===== config.mk =====
export PLATFORM = sky130hd
export DESIGN_NAME = eqn_pipe
export DESIGN_NICKNAME = d
export VERILOG_FILES = /design/src/rtl/eqn_pipe.sv
export SDC_FILE = /design/constraint.sdc
export NUM_CORES = 1
export LEC_CHECK = 0
export ABC_AREA = 1
export BUFFER_PORTS_ARGS = -buffer_cell sky130_fd_sc_hd__clkbuf_2
export CORE_MARGIN = 2
export CORE_UTILIZATION = 45
export CTS_BUF_LIST = sky130_fd_sc_hd__clkbuf_8
export DETAILED_ROUTE_END_ITERATION = 8
export GPL_TIMING_DRIVEN = 0
export HOLD_SLACK_MARGIN = 0.08
export PLACE_DENSITY_LB_ADDON = 0.08
export SETUP_SLACK_MARGIN = 0.4
export SYNTH_ARGS = -nofsm -noshare
export SYNTH_HDL_FRONTEND = slang
export SYNTH_SLANG_ARGS = --single-unit

===== constraint.sdc =====
create_clock -name clk -period 4.65 [get_ports clk]
set_clock_uncertainty 0.05 [all_clocks]
set_input_delay 0.2325 -clock clk [delete_from_list [all_inputs] [get_ports clk]]
set_output_delay 0.2325 -clock clk [all_outputs]
set_load 0.02 [all_outputs]

===== src/rtl/eqn_pipe.sv =====
// eqn_pipe: elastic 3-stage pipeline computing E = (A + B) * C + A (unsigned, lossless).
// Latency: 3 cycles from the acceptance cycle to out_valid; 1 result/cycle sustained.
// Backpressure: valid/ready on both sides; stall freezes every stage and forces in_ready=0.
//
// Ports:
//   clk, rst (sync, active-high), flush (drop in-flight ops), stall (freeze)
//   in_valid/in_ready + A, B, C          operand side
//   out_valid/out_ready + E              result side
//   s1, s2, stage_valid                  debug view of the stage registers
//   res_count                            completed output handshakes, wraps
//
// Optional feature macro: EQN_PIPE_COLLAPSE_EN
//   defined   -> per-stage ready chain, bubbles are squeezed out
//   undefined -> one global enable, the whole pipe freezes on a blocked output
module eqn_pipe #(
  parameter int WIDTH = 8,
  parameter int OUT_W = 2*WIDTH+1,
  parameter int CNT_W = 16
) (
  input  logic               clk,
  input  logic               rst,
  input  logic               flush,
  input  logic               stall,
  input  logic               in_valid,
  output logic               in_ready,
  input  logic [WIDTH-1:0]   A,
  input  logic [WIDTH-1:0]   B,
  input  logic [WIDTH-1:0]   C,
  output logic               out_valid,
  input  logic               out_ready,
  output logic [OUT_W-1:0]   E,
  output logic [WIDTH:0]     s1,
  output logic [2*WIDTH:0]   s2,
  output logic [2:0]         stage_valid,
  output logic [CNT_W-1:0]   res_count
);

  localparam int S1_W = WIDTH + 1;
  localparam int S2_W = 2*WIDTH + 1;

  // Stage valid bits
  logic v1_q, v1_d;
  logic v2_q, v2_d;
  logic v3_q, v3_d;

  // Stage data registers
  logic [S1_W-1:0]  s1_q, s1_d;
  logic [WIDTH-1:0] a1_q, a1_d;
  logic [WIDTH-1:0] c1_q, c1_d;
  logic [S2_W-1:0]  s2_q, s2_d;
  logic [WIDTH-1:0] a2_q, a2_d;
  logic [OUT_W-1:0] e_q,  e_d;

  logic [CNT_W-1:0] cnt_q, cnt_d;

  // Per-stage load enables
  logic en1, en2, en3;
  logic out_xfer;

`ifdef EQN_PIPE_COLLAPSE_EN
  // Ready ripples back from the output: a stage may load whenever it is
  // empty or its occupant is moving on, so bubbles get filled.
  always_comb begin
    en3 = !stall && (!v3_q || out_ready);
    en2 = !stall && (!v2_q || en3);
    en1 = !stall && (!v1_q || en2);
  end
`else
  // Single enable: everything moves together or nothing moves.
  logic en_g;
  assign en_g = !stall && (!v3_q || out_ready);
  always_comb begin
    en3 = en_g;
    en2 = en_g;
    en1 = en_g;
  end
`endif

  assign in_ready = en1;
  assign out_xfer = v3_q && out_ready;

  always_comb begin
    v1_d  = v1_q;
    v2_d  = v2_q;
    v3_d  = v3_q;
    s1_d  = s1_q;
    a1_d  = a1_q;
    c1_d  = c1_q;
    s2_d  = s2_q;
    a2_d  = a2_q;
    e_d   = e_q;
    // Output handshakes count even in a flush or stall cycle.
    cnt_d = cnt_q + CNT_W'(out_xfer);

    if (flush) begin
      // Only validity is dropped; data registers keep their contents.
      v1_d = 1'b0;
      v2_d = 1'b0;
      v3_d = 1'b0;
    end else begin
      if (en1) begin
        v1_d = in_valid;
        s1_d = S1_W'(A) + S1_W'(B);
        a1_d = A;
        c1_d = C;
      end
      if (en2) begin
        v2_d = v1_q;
        // (WIDTH+1) x WIDTH bits fits exactly in 2*WIDTH+1 bits.
        s2_d = S2_W'(s1_q) * S2_W'(c1_q);
        a2_d = a1_q;
      end
      if (en3) begin
        v3_d = v2_q;
        e_d  = OUT_W'(s2_q) + OUT_W'(a2_q);
      end else if (out_xfer) begin
        // Only reachable under stall: the consumer took the result, so the
        // last stage empties while everything else stays frozen.
        v3_d = 1'b0;
      end
    end
  end

  always_ff @(posedge clk) begin
    if (rst) begin
      v1_q  <= 1'b0;
      v2_q  <= 1'b0;
      v3_q  <= 1'b0;
      s1_q  <= '0;
      a1_q  <= '0;
      c1_q  <= '0;
      s2_q  <= '0;
      a2_q  <= '0;
      e_q   <= '0;
      cnt_q <= '0;
    end else begin
      v1_q  <= v1_d;
      v2_q  <= v2_d;
      v3_q  <= v3_d;
      s1_q  <= s1_d;
      a1_q  <= a1_d;
      c1_q  <= c1_d;
      s2_q  <= s2_d;
      a2_q  <= a2_d;
      e_q   <= e_d;
      cnt_q <= cnt_d;
    end
  end

  assign out_valid   = v3_q;
  assign E           = e_q;
  assign s1          = s1_q;
  assign s2          = s2_q;
  assign stage_valid = {v3_q, v2_q, v1_q};
  assign res_count   = cnt_q;

endmodule

==> results of run 1 <==
logic make-up after synthesis:
kind of cell | share of synthesized area [%]
flip-flops | 24.6
adder cells (fa/ha/maj) | 22.4
AO/OA/AOI/OAI | 10.3
AND/OR/NAND/NOR | 25.0
buffers and inverters | 15.7
XOR/XNOR | 2.00
cell usage after synthesis, drive strengths merged:
cell / instances
nor3: 8
o21a: 12
fa: 44
nor3b: 2
inv: 231
or2: 3
xnor2: 4
and2: 1
xor2: 12
dfxtp: 86
nand2: 231
a31oi: 1
nand4: 12
nand3b: 2
a21boi: 1
o21ai: 58
ha: 55
clkbuf: 19
buf: 24
o211ai: 3
a21o: 1
a21oi: 44
nor2: 101
o21bai: 10
nand3: 49
power groups by stage:
stage                     logic (mW)  registers (mW)  clock network, mW
after floorplan                0.255           0.842                  0
after global placement         0.411           0.820                  0
after detailed placement       0.412           0.819                  0
after CTS                      0.429           0.803              0.610
after global routing           0.503           0.809              0.630
final                          0.445           0.804              0.591
critical path, cell delays in order (launching register included):
cell,delay [ns]
sky130_fd_sc_hd__dfxtp_1,0.38
sky130_fd_sc_hd__buf_4,0.20
sky130_fd_sc_hd__nand2_1,0.07
sky130_fd_sc_hd__inv_1,0.06
sky130_fd_sc_hd__fa_1,0.43
sky130_fd_sc_hd__fa_1,0.51
sky130_fd_sc_hd__fa_1,0.54
sky130_fd_sc_hd__inv_1,0.05
sky130_fd_sc_hd__fa_1,0.53
sky130_fd_sc_hd__inv_1,0.05
sky130_fd_sc_hd__ha_2,0.32
sky130_fd_sc_hd__a21oi_2,0.24
sky130_fd_sc_hd__nand2_1,0.08
sky130_fd_sc_hd__nand2_1,0.09
sky130_fd_sc_hd__nand3_1,0.09
sky130_fd_sc_hd__nand2_1,0.07
sky130_fd_sc_hd__nand3_1,0.07
sky130_fd_sc_hd__nand2_1,0.07
sky130_fd_sc_hd__inv_1,0.03
repair_timing:
item                                    4_1_cts  5_1_grt
pin swaps                                     0        4
hold buffers                                 16        0
resized for setup                            19       51
endpoints found under the setup margin        9        9
hold endpoints to repair                     16        0
layer usage:
metal	vias up	part of all wire, %
met4	0	1.2
met2	124	44
li1	3309	-
met1	2873	51
met3	16	4.1
met5	-	0
cell type report:
type / instances / area (sq um) / area share, %
Multi-Input combinational cell: 654 / 4240 / 51.6
Sequential cell: 86 / 1730 / 21.0
Inverter: 231 / 867 / 10.6
Timing Repair Buffer: 108 / 621 / 7.55
Buffer: 43 / 315 / 3.84
Tap cell: 188 / 235 / 2.86
Clock buffer: 10 / 138 / 1.68
Clock inverter: 6 / 75.1 / 0.914
sequential cells by signal, summed over array words and instances, names as in the netlist:
signal / flops
E: 17
c1_q: 8
out_valid: 1
a1_q: 8
v1_q: 1
v2_q: 1
res_count: 16
a2_q: 8
s2: 17
s1: 9
metrics by stage:
stage,util (%),power (mW)
detailed placement,50.6,1.23
CTS,53.2,1.84
finish,54.0,1.84
global route,54.0,1.94
floorplan,-,1.10
global placement,50.6,1.23
final timing paths:
path	slack, ns	cells past startpoint	to
worst max register to register	0.61	18	s2[15]
worst max-delay path	0.61	18	s2[15]
worst min-delay path	0.09	3	v1_q
worst min register to register	0.43	2	res_count[13]
==> results list, run 1 <==
- Run status: completed
- Number of antenna violations at the first check in global routing: 0
- Clock latency on the worst-skew pair, taken at its later pin, is 0.39 ns.
- Postcts setup bufs: 0
- Summed over all instances, the cell type with the most area after synthesis is sky130_fd_sc_hd__dfxtp_1.
- Global-route wire length before repair: 30600 um
- Yosys attributes the largest share of cell area to sky130_fd_sc_hd__dfxtp_1, sky130_fd_sc_hd__fa_1, sky130_fd_sc_hd__inv_1.
- Crit-path max FO: 9
* Core region area: 15200 sq um
- Finished Cell Area: 8220 sq um
* Number of global-route vias before repair: 6007
- Pwr/cell area: 224 nW/um^2
* CTS tree: yes
- Routability-driven placement finished with a final weighted congestion of 0.870.
- Die footprint: 16600 sq um
- DR vias: 6322
- Non-filler instance count after layout: 1326
* Final setup margin: 0.611 ns
- Count of yosys warnings during synthesis: 0
- In the final routed layout, each cell accounts on average for 13.9 um.
* Relative contribution of the clock network to total power: 32.1%
* Data arrival time at the worst-slack endpoint: 4.26 ns
- Setup violations remaining at the end of the flow were counted as 0.
* Internal power: 1.22 mW
* Gate count of the mapped netlist: 1014
- Placed cell area: 7690 sq um
* Drt pass-1 iters: 5
* Total clock sinks: 86
- Unique cell type count in the Yosys netlist: 37
- Fill cells in the final layout number 1528.
* Crit Reg-Reg Startpoint: s1[5]
* Final max-slew violation count: 0
* Post-synth top area share: 24.6%
- The H-tree was split into 3 levels.
- The worst setup path is captured at a flip-flop.
- Antenna violation net count after detailed routing: 0
- Antenna fix cells: 0
- Path category of the worst min-delay check: in2reg
- The die is 129 um wide.
- After the last flow step, the layout net total stands at 1262.
- The startpoint identified for the worst hold timing path is in_valid.
* Count of buffers from port buffering: 92
- Sequential-to-total area share from yosys stat: 24.6%
- Share of layout cells above drive strength 1: 15.5%
- OpenSTA, run right after detailed placement, puts the worst setup slack at 0.139 ns.
* Final Routed Wirelength: 18400 um
- The clock passes through at most 2 buffers.
* Net load switching power: 0.624 mW
- The mapped netlist covers 7000 sq um.
- From synthesis to final layout, the design area changed by 17.5%.
- Setup TNS: 0 ns
- Required time at the worst-slack endpoint: 4.88 ns
- Met3 Track Usage GR: 3.66%
* Setup crit start: s1[5]
- The floorplan has 45 rows.
- Met2 track demand over resource: 37.1%
* Number of vias per cell: 4.77
* 1st-iter DRT viols: 368
- STA classifies the critical path startpoint as a flip-flop.
* Power share of the sequential group: 43.7%
- Clock-pin slew was measured on the worst setup and hold paths at 0.11 ns.
* Total leakage power: 4.83 nW
* Placed Cells incl. Taps: 1294
- Entering global routing, the biggest net connects 17 pins.
- Detailed placement finished with a half-perimeter wire length of 14200 um.
- Critical path class: reg2reg
* Count of max-cap constraint violations: 0
- Averaged over all synthesized cells, the footprint is 6.90 sq um.
- Final global-route overflow total: 0
- Setup repair after global routing missed its margin: false
- Timing would allow up to 0.248 GHz.
- I/O pins: 94
- In the finished design, the share of the clock period the worst path needs comes to 86.9%.
- The layer flagged by global routing as most heavily used is met2.
- Worst vdd ir: 0.000174 V
* Period minus WS final: 4.04 ns
- In this run the tightest slew margin relative to its limit is 57.1%.
* Synthesized flop and latch total: 86
- Final hold violation count: 0
- Measured along the y axis, the die boundary spans 129 um.
- Inserted Clock Buffers: 9
- The library cell used most frequently in the layout, excluding fill and tap cells, is sky130_fd_sc_hd__inv_1.
* Remaining DRCs: 0
- Root buffer cell: sky130_fd_sc_hd__clkbuf_8
- Measured slew at the worst slew-check pin: 0.643 ns
- Overall Global Routing Usage: 23.4%
- Fraction of met1 tracks used by global routing: 33.9%
- The tightest hold path in the finished design has a slack of 0.0885 ns.
* Starting density of the core: 46.0%
- Synthesized net count: 1143
- Of the total power, the share spent switching nets is 33.9%.
- Comb power frac: 24.2%
- In the layout the commonest cells are sky130_fd_sc_hd__inv_1, sky130_fd_sc_hd__nand2_1, sky130_fd_sc_hd__nor2_1.
No activity file was read; power rests on OpenSTA's default activity.
==> run 2, diff against run 1 <==
==> constraint.sdc (replaced) <==
create_clock -name clk -period 5.2 [get_ports clk]
set_clock_uncertainty 0.05 [all_clocks]
set_input_delay 0.26 -clock clk [delete_from_list [all_inputs] [get_ports clk]]
set_output_delay 0.26 -clock clk [all_outputs]
set_load 0.02 [all_outputs]
==> run 2 against run 1 <==
Net effect: critical endpoint is now s2[10]; register-to-register slack gained 0.06 ns; hold slack improved by 0.015 ns; setup slack improved by 0.062 ns; sequential cell count unchanged; final area decreased by 2.5%; count of clock-buffer cells in the layout unchanged; non-clock buffer count fell by 5; final cell count is 0.38% lower; critical path depth decreased by 1; largest cell class unchanged; die area stayed put; via count shrank 0.85%; largest power group unchanged.
==> results list, run 2 (synthesis results as in run 1) <==
- Run status: completed
- On the final layout, the worst hold slack is 0.103 ns.
- Headroom to the max-slew limit came out at 57.6%.
- Inserted Clock Buffers: 9
* Setup TNS: 0 ns
- For this design the static power due to leakage is 4.75 nW.
- Die Height: 129 um
- Setup repair after global routing left no endpoint under its margin.
- 94 I/O pins were placed.
- Global-route wire length before repair: 30500 um
- Dividing the detail-routed via count by the number of cells gives 4.74.
* Number of global-route vias before repair: 5960
- Die outline width: 129 um
- Final Power: 1.62 mW
- In this run the worst hold path is classified as in2reg.
- Estimated wirelength of the detail-placed design: 14200 um
- The worst setup path is captured at a flip-flop.
* Count of max-cap constraint violations: 0
* Pwr/cell area: 202 nW/um^2
- Core Util, Final: 52.7%
* Starting density of the core: 46.0%
- Placed Cells incl. Taps: 1294
- The hold violation total from the final report came to 0.
- Reg clk slew, reported paths: 0.10 ns
* Non-filler instance count after layout: 1321
- Of all nets on the critical path, the largest fanout is 10.
* Sequential cell area: 1720 sq um
- The library cells used most frequently in the layout, excluding fill and tap cells, are sky130_fd_sc_hd__inv_1, sky130_fd_sc_hd__nand2_1, sky130_fd_sc_hd__nor2_1.
- The filler cells instantiated in the layout total 1547.
- Max H-tree Level: 3
* Number of instances resized during post-cts repair: 0
* Total clock sinks: 86
- Number of antenna violations at the first check in global routing: 0
- NumNets Final: 1257
- Across every metal layer, demand over resource in global routing totals 23.3%.
- Clock latency of the later-clocked register in the worst-skew pair: 0.38 ns
* Placer's final routability congestion estimate: 0.870
- Antenna violation net count after detailed routing: 0
- Highest clock rate: 0.221 GHz
* DR vias: 6268
- The routed design has 18100 um of wire.
- TritonCTS built the clock tree.
- Final setup fails: 0
- For this block, the initial DRC count from the detailed router was 397.
- IR analysis of the VDD net gives a maximum drop of 0.000156 V.
* Pin count of the biggest net entering global routing: 17
- CTS placed an instance of sky130_fd_sc_hd__clkbuf_8 at the clock tree root.
- The count of buffers added on input and output ports is 92.
- WL per Instance: 13.7 um
* Leading cell type in the layout, fill and taps excluded: sky130_fd_sc_hd__inv_1
* Measured slew at the worst slew-check pin: 0.636 ns
- Launching element type of the critical path: flip-flop
- Summed over all layers, the global routing overflow is 0.
- Die footprint: 16600 sq um
- Core region area: 15200 sq um
* Drt pass-1 iters: 5
- The worst setup path is of the reg2reg kind.
- Floorplan row count: 45
- After layout, the worst path uses 87.1% of the clock period.
- In this run the deepest clock path goes through 2 buffers.
- In the final layout, the multi-input gates occupy 4170 sq um.
- Data on the critical path is required at its endpoint by 5.43 ns.
- Layout-stage area growth over the synthesis result: 14.6%
- At the worst endpoint, the arrival time is 4.75 ns.
- The number of antenna diodes in the final layout is 0.
- The post-route netlist has 13.1% of its cells at a drive strength greater than 1.
* Remaining DRCs: 0
* Period minus WS final: 4.53 ns
- Final max-slew violation count: 0
-- run 2: final timing paths --
path            startpoint       endpoint  slack, ns  depth (start not counted)
max                c1_q[7]         s2[10]       0.67                         17
min                   A[7]        a1_q[7]       0.10                          3
max reg2reg        c1_q[7]         s2[10]       0.67                         17
min reg2reg  res_count[13]  res_count[13]       0.43                          2
-- run 2: metrics by stage --
stage	cell area (sq um)	setup WS (ns)
2_1_floorplan	7000	1.06
3_3_place_gp	7690	0.694
3_5_place_dp	7690	0.689
4_1_cts	8010	0.657
5_1_grt	8010	0.409
6_report	8010	0.673
-- run 2: layout make-up --
class | instances | area share (%)
Tap cell | 188 | 2.94
Clock inverter | 6 | 0.937
Clock buffer | 10 | 1.72
Sequential cell | 86 | 21.5
Buffer | 43 | 2.90
Timing Repair Buffer | 103 | 7.12
Multi-Input combinational cell | 654 | 52.1
Inverter | 231 | 10.8
-- run 2: worst max-delay path, cell delays in order, from the launching register on --
cell	delay [ns]
sky130_fd_sc_hd__dfxtp_1	0.33
sky130_fd_sc_hd__clkbuf_1	0.43
sky130_fd_sc_hd__nand2_1	0.15
sky130_fd_sc_hd__fa_1	0.53
sky130_fd_sc_hd__fa_1	0.55
sky130_fd_sc_hd__inv_1	0.05
sky130_fd_sc_hd__fa_1	0.54
sky130_fd_sc_hd__inv_1	0.06
sky130_fd_sc_hd__fa_1	0.59
sky130_fd_sc_hd__inv_1	0.06
sky130_fd_sc_hd__ha_1	0.35
sky130_fd_sc_hd__nand2_1	0.09
sky130_fd_sc_hd__nand2_1	0.07
sky130_fd_sc_hd__a21oi_1	0.13
sky130_fd_sc_hd__nand2_1	0.08
sky130_fd_sc_hd__xor2_1	0.16
sky130_fd_sc_hd__o21ai_0	0.15
sky130_fd_sc_hd__inv_1	0.05
-- run 2: metal layers --
layer / vias to the layer above / GRT usage [%] / wire [um]
li1: 3297 / - / -
met1: 2821 / 33.9 / 9080
met2: 138 / 36.6 / 7900
met3: 12 / 3.62 / 914
met4: 0 / 5.43 / 206
met5: - / 0 / 0
-- run 2: power breakdown --
group | switching (mW) | internal, mW | leakage [nW] | total (mW)
logic | 0.242 | 0.133 | 3.94 | 0.375
registers | 0.0242 | 0.693 | 0.705 | 0.717
clock network | 0.282 | 0.243 | 0.105 | 0.525
total | 0.548 | 1.07 | 4.75 | 1.62
-- run 2: timing repair --
action | in CTS | in global routing
setup buffers | 0 | 0
hold buffers | 11 | 0
setup endpoints to repair | 0 | 0
endpoints found under the hold margin | 11 | 0
==> run 3, diff against run 2 <==
==> constraint.sdc (replaced) <==
create_clock -name clk -period 4.41 [get_ports clk]
set_clock_uncertainty 0.05 [all_clocks]
set_input_delay 0.2205 -clock clk [delete_from_list [all_inputs] [get_ports clk]]
set_output_delay 0.2205 -clock clk [all_outputs]
set_load 0.02 [all_outputs]
==> run 3 against run 2 <==
Net effect: die area unchanged; setup slack worse by 0.22 ns; non-clock buffer count grew 26; hold slack improved by 0.0030 ns; clock power up 16%; total power grew 23%; first-iteration DRC count increased by 1.0%; sequential power is 19% higher; register-to-register slack worse by 0.22 ns; utilization grew 4.5 points; final area rose by 8.5%; routed wire length grew 3.8%; largest cell class unchanged.
==> results list, run 3 (synthesis results as in run 1) <==
- Number of fillers in the final layout: 1481
* Path category of the worst min-delay check: in2reg
- In the routed design, unresolved DRC markers number 0.
- Across the run, the number of max-cap violations was 0.
* Placed cell area: 7710 sq um
- 0 antenna diodes ended up in the layout.
- Total clock sinks: 86
- Subtracting the final worst setup slack from the clock period gives 3.96 ns.
* Die outline width: 129 um
* Root buffer cell: sky130_fd_sc_hd__clkbuf_8
- The initial antenna violation count is 0.
* Estimated wirelength of the detail-placed design: 14200 um
- Run status: completed
- Core Util, Final: 57.2%
- Global-route wire length before repair: 30100 um
* Clock latency of the later-clocked register in the worst-skew pair: 0.40 ns
* Crit-path max FO: 7
- Number of vias per cell: 4.78
* Power share of the sequential group: 42.9%
* Inserted Clock Buffers: 9
* Highest clock rate: 0.253 GHz
- For this design the static power due to leakage is 5.01 nW.
* Share of layout cells above drive strength 1: 22.3%
* Most frequent cells in the layout: sky130_fd_sc_hd__inv_1, sky130_fd_sc_hd__nand2_1, sky130_fd_sc_hd__clkbuf_2
- The routed layout has 6444 vias.
- The count of nets left with antenna violations once routing finished came out at 0.
- After detailed routing, the average wire length per cell comes to 13.9 um.
- Summing internal, switching and leakage power gives 1.99 mW.
- Counting along the longest clock path gives a buffer depth of 2.
* Critical path class: reg2reg
- The internal power of the cells totals 1.31 mW.
- Combinational logic burns 26.4% of the power.
- Final global-route overflow total: 0
- Pwr/cell area: 228 nW/um^2
- Core region area: 15200 sq um
- Pin count of the biggest net entering global routing: 18
- Die Height: 129 um
- The count of buffers added on input and output ports is 92.
* Final max-slew violation count: 0
- Measured slew at the worst slew-check pin: 0.730 ns
- Leading cell type in the layout, fill and taps excluded: sky130_fd_sc_hd__inv_1
* Worst vdd ir: 0.000222 V
* NumNets Final: 1283
- Switching power as a share of total power: 34.1%
* CTS tree: yes
- Net load switching power: 0.678 mW
- I/O pins: 94
- Max transition margin: 51.3%
* Floorplan row count: 45
- The routed design has 18800 um of wire.
- Max H-tree Level: 3
* Overall Global Routing Usage: 23.2%
- STA puts the critical path data required time at 4.66 ns.
- The worst setup path is captured at a flip-flop.
- 1st-iter DRT viols: 401
- Die footprint: 16600 sq um
- The initial utilization of the core area, before any placement, comes to 46.0%.
- Setup repair after global routing missed its margin: true
- After clock tree synthesis, the clock-pin slew on the worst setup and hold paths is 0.10 ns.
- In the final timing run, aggregate negative setup slack is 0 ns.
- Final hold violation count: 0
- Once layout is done, the placed cells without fillers occupy 8700 sq um.
- Relative contribution of the clock network to total power: 30.6%
- Setup violations remaining at the end of the flow were counted as 0.
- Data arrival time at the worst-slack endpoint: 4.21 ns
- Placer's final routability congestion estimate: 0.883
- From synthesis to final layout, the design area changed by 24.3%.
- Number of global-route vias before repair: 6008
- STA classifies the critical path startpoint as a flip-flop.
- The first detailed-routing pass took 5 iterations.
- Fin crit share: 89.8%
run 3: power groups by stage:
stage / combinational (mW) / sequential, mW / clock (mW)
2_1_floorplan: 0.271 / 0.888 / 0
3_3_place_gp: 0.434 / 0.865 / 0
3_5_place_dp: 0.435 / 0.865 / 0
4_1_cts: 0.481 / 0.850 / 0.619
5_1_grt: 0.584 / 0.857 / 0.653
6_report: 0.525 / 0.853 / 0.608
run 3: final timing paths:
kind | endpoint | from | slack (ns) | cells after the start
worst min-delay path | v2_q | flush | 0.11 | 4
worst min register to register | res_count[13] | res_count[13] | 0.44 | 2
worst max-delay path | s2[10] | c1_q[5] | 0.45 | 18
worst max register to register | s2[10] | c1_q[5] | 0.45 | 18
run 3: repair_timing:
item,CTS,global route
resized for setup,48,87
gates cloned,0,2
setup buffers,5,12
hold buffers,18,0
pin swaps,9,42
endpoints found under the hold margin,17,0
setup endpoints to repair,10,10
run 3: layout make-up:
cell class | count | area, sq um | area share (%)
inverters | 231 | 870 | 10.0
well taps | 188 | 235 | 2.70
clock buffers | 9 | 124 | 1.42
plain buffers | 43 | 374 | 4.30
repair buffers | 129 | 831 | 9.55
flip-flops and latches | 86 | 1740 | 20.0
clock inverters | 7 | 83.8 | 0.964
multi-input cells | 654 | 4440 | 51.0
run 3: per-stage QoR:
stage / hold WS [ns] / setup WS (ns) / cells
2_1_floorplan: 0.305 / 0.401 / 1014
3_3_place_gp: 0.391 / -0.109 / 1294
3_5_place_dp: 0.398 / -0.0824 / 1294
4_1_cts: 0.0942 / 0.403 / 1333
5_1_grt: 0.127 / 0.277 / 1347
6_report: 0.106 / 0.451 / 1347
run 3: per-layer routing:
metal / part of all wire (%) / GRT usage, % / up-vias
li1: - / - / 3350
met4: 1.2 / 5.82 / 0
met3: 4.1 / 3.91 / 15
met5: 0 / 0 / -
met1: 51 / 33.9 / 2949
met2: 44 / 35.8 / 130
run 3: critical path: stages, from the launching register on:
cell and delay (ns):
sky130_fd_sc_hd__dfxtp_2 0.33, sky130_fd_sc_hd__buf_8 0.12, sky130_fd_sc_hd__buf_12 0.13, sky130_fd_sc_hd__nand2_2 0.04, sky130_fd_sc_hd__inv_1 0.04, sky130_fd_sc_hd__fa_1 0.53
sky130_fd_sc_hd__fa_1 0.44, sky130_fd_sc_hd__fa_1 0.54, sky130_fd_sc_hd__inv_2 0.04, sky130_fd_sc_hd__fa_1 0.57, sky130_fd_sc_hd__inv_2 0.06, sky130_fd_sc_hd__ha_4 0.24
sky130_fd_sc_hd__nand2_2 0.11, sky130_fd_sc_hd__inv_4 0.06, sky130_fd_sc_hd__a21oi_1 0.14, sky130_fd_sc_hd__nand2_1 0.08, sky130_fd_sc_hd__xor2_1 0.16, sky130_fd_sc_hd__o21ai_1 0.13
sky130_fd_sc_hd__inv_1 0.05
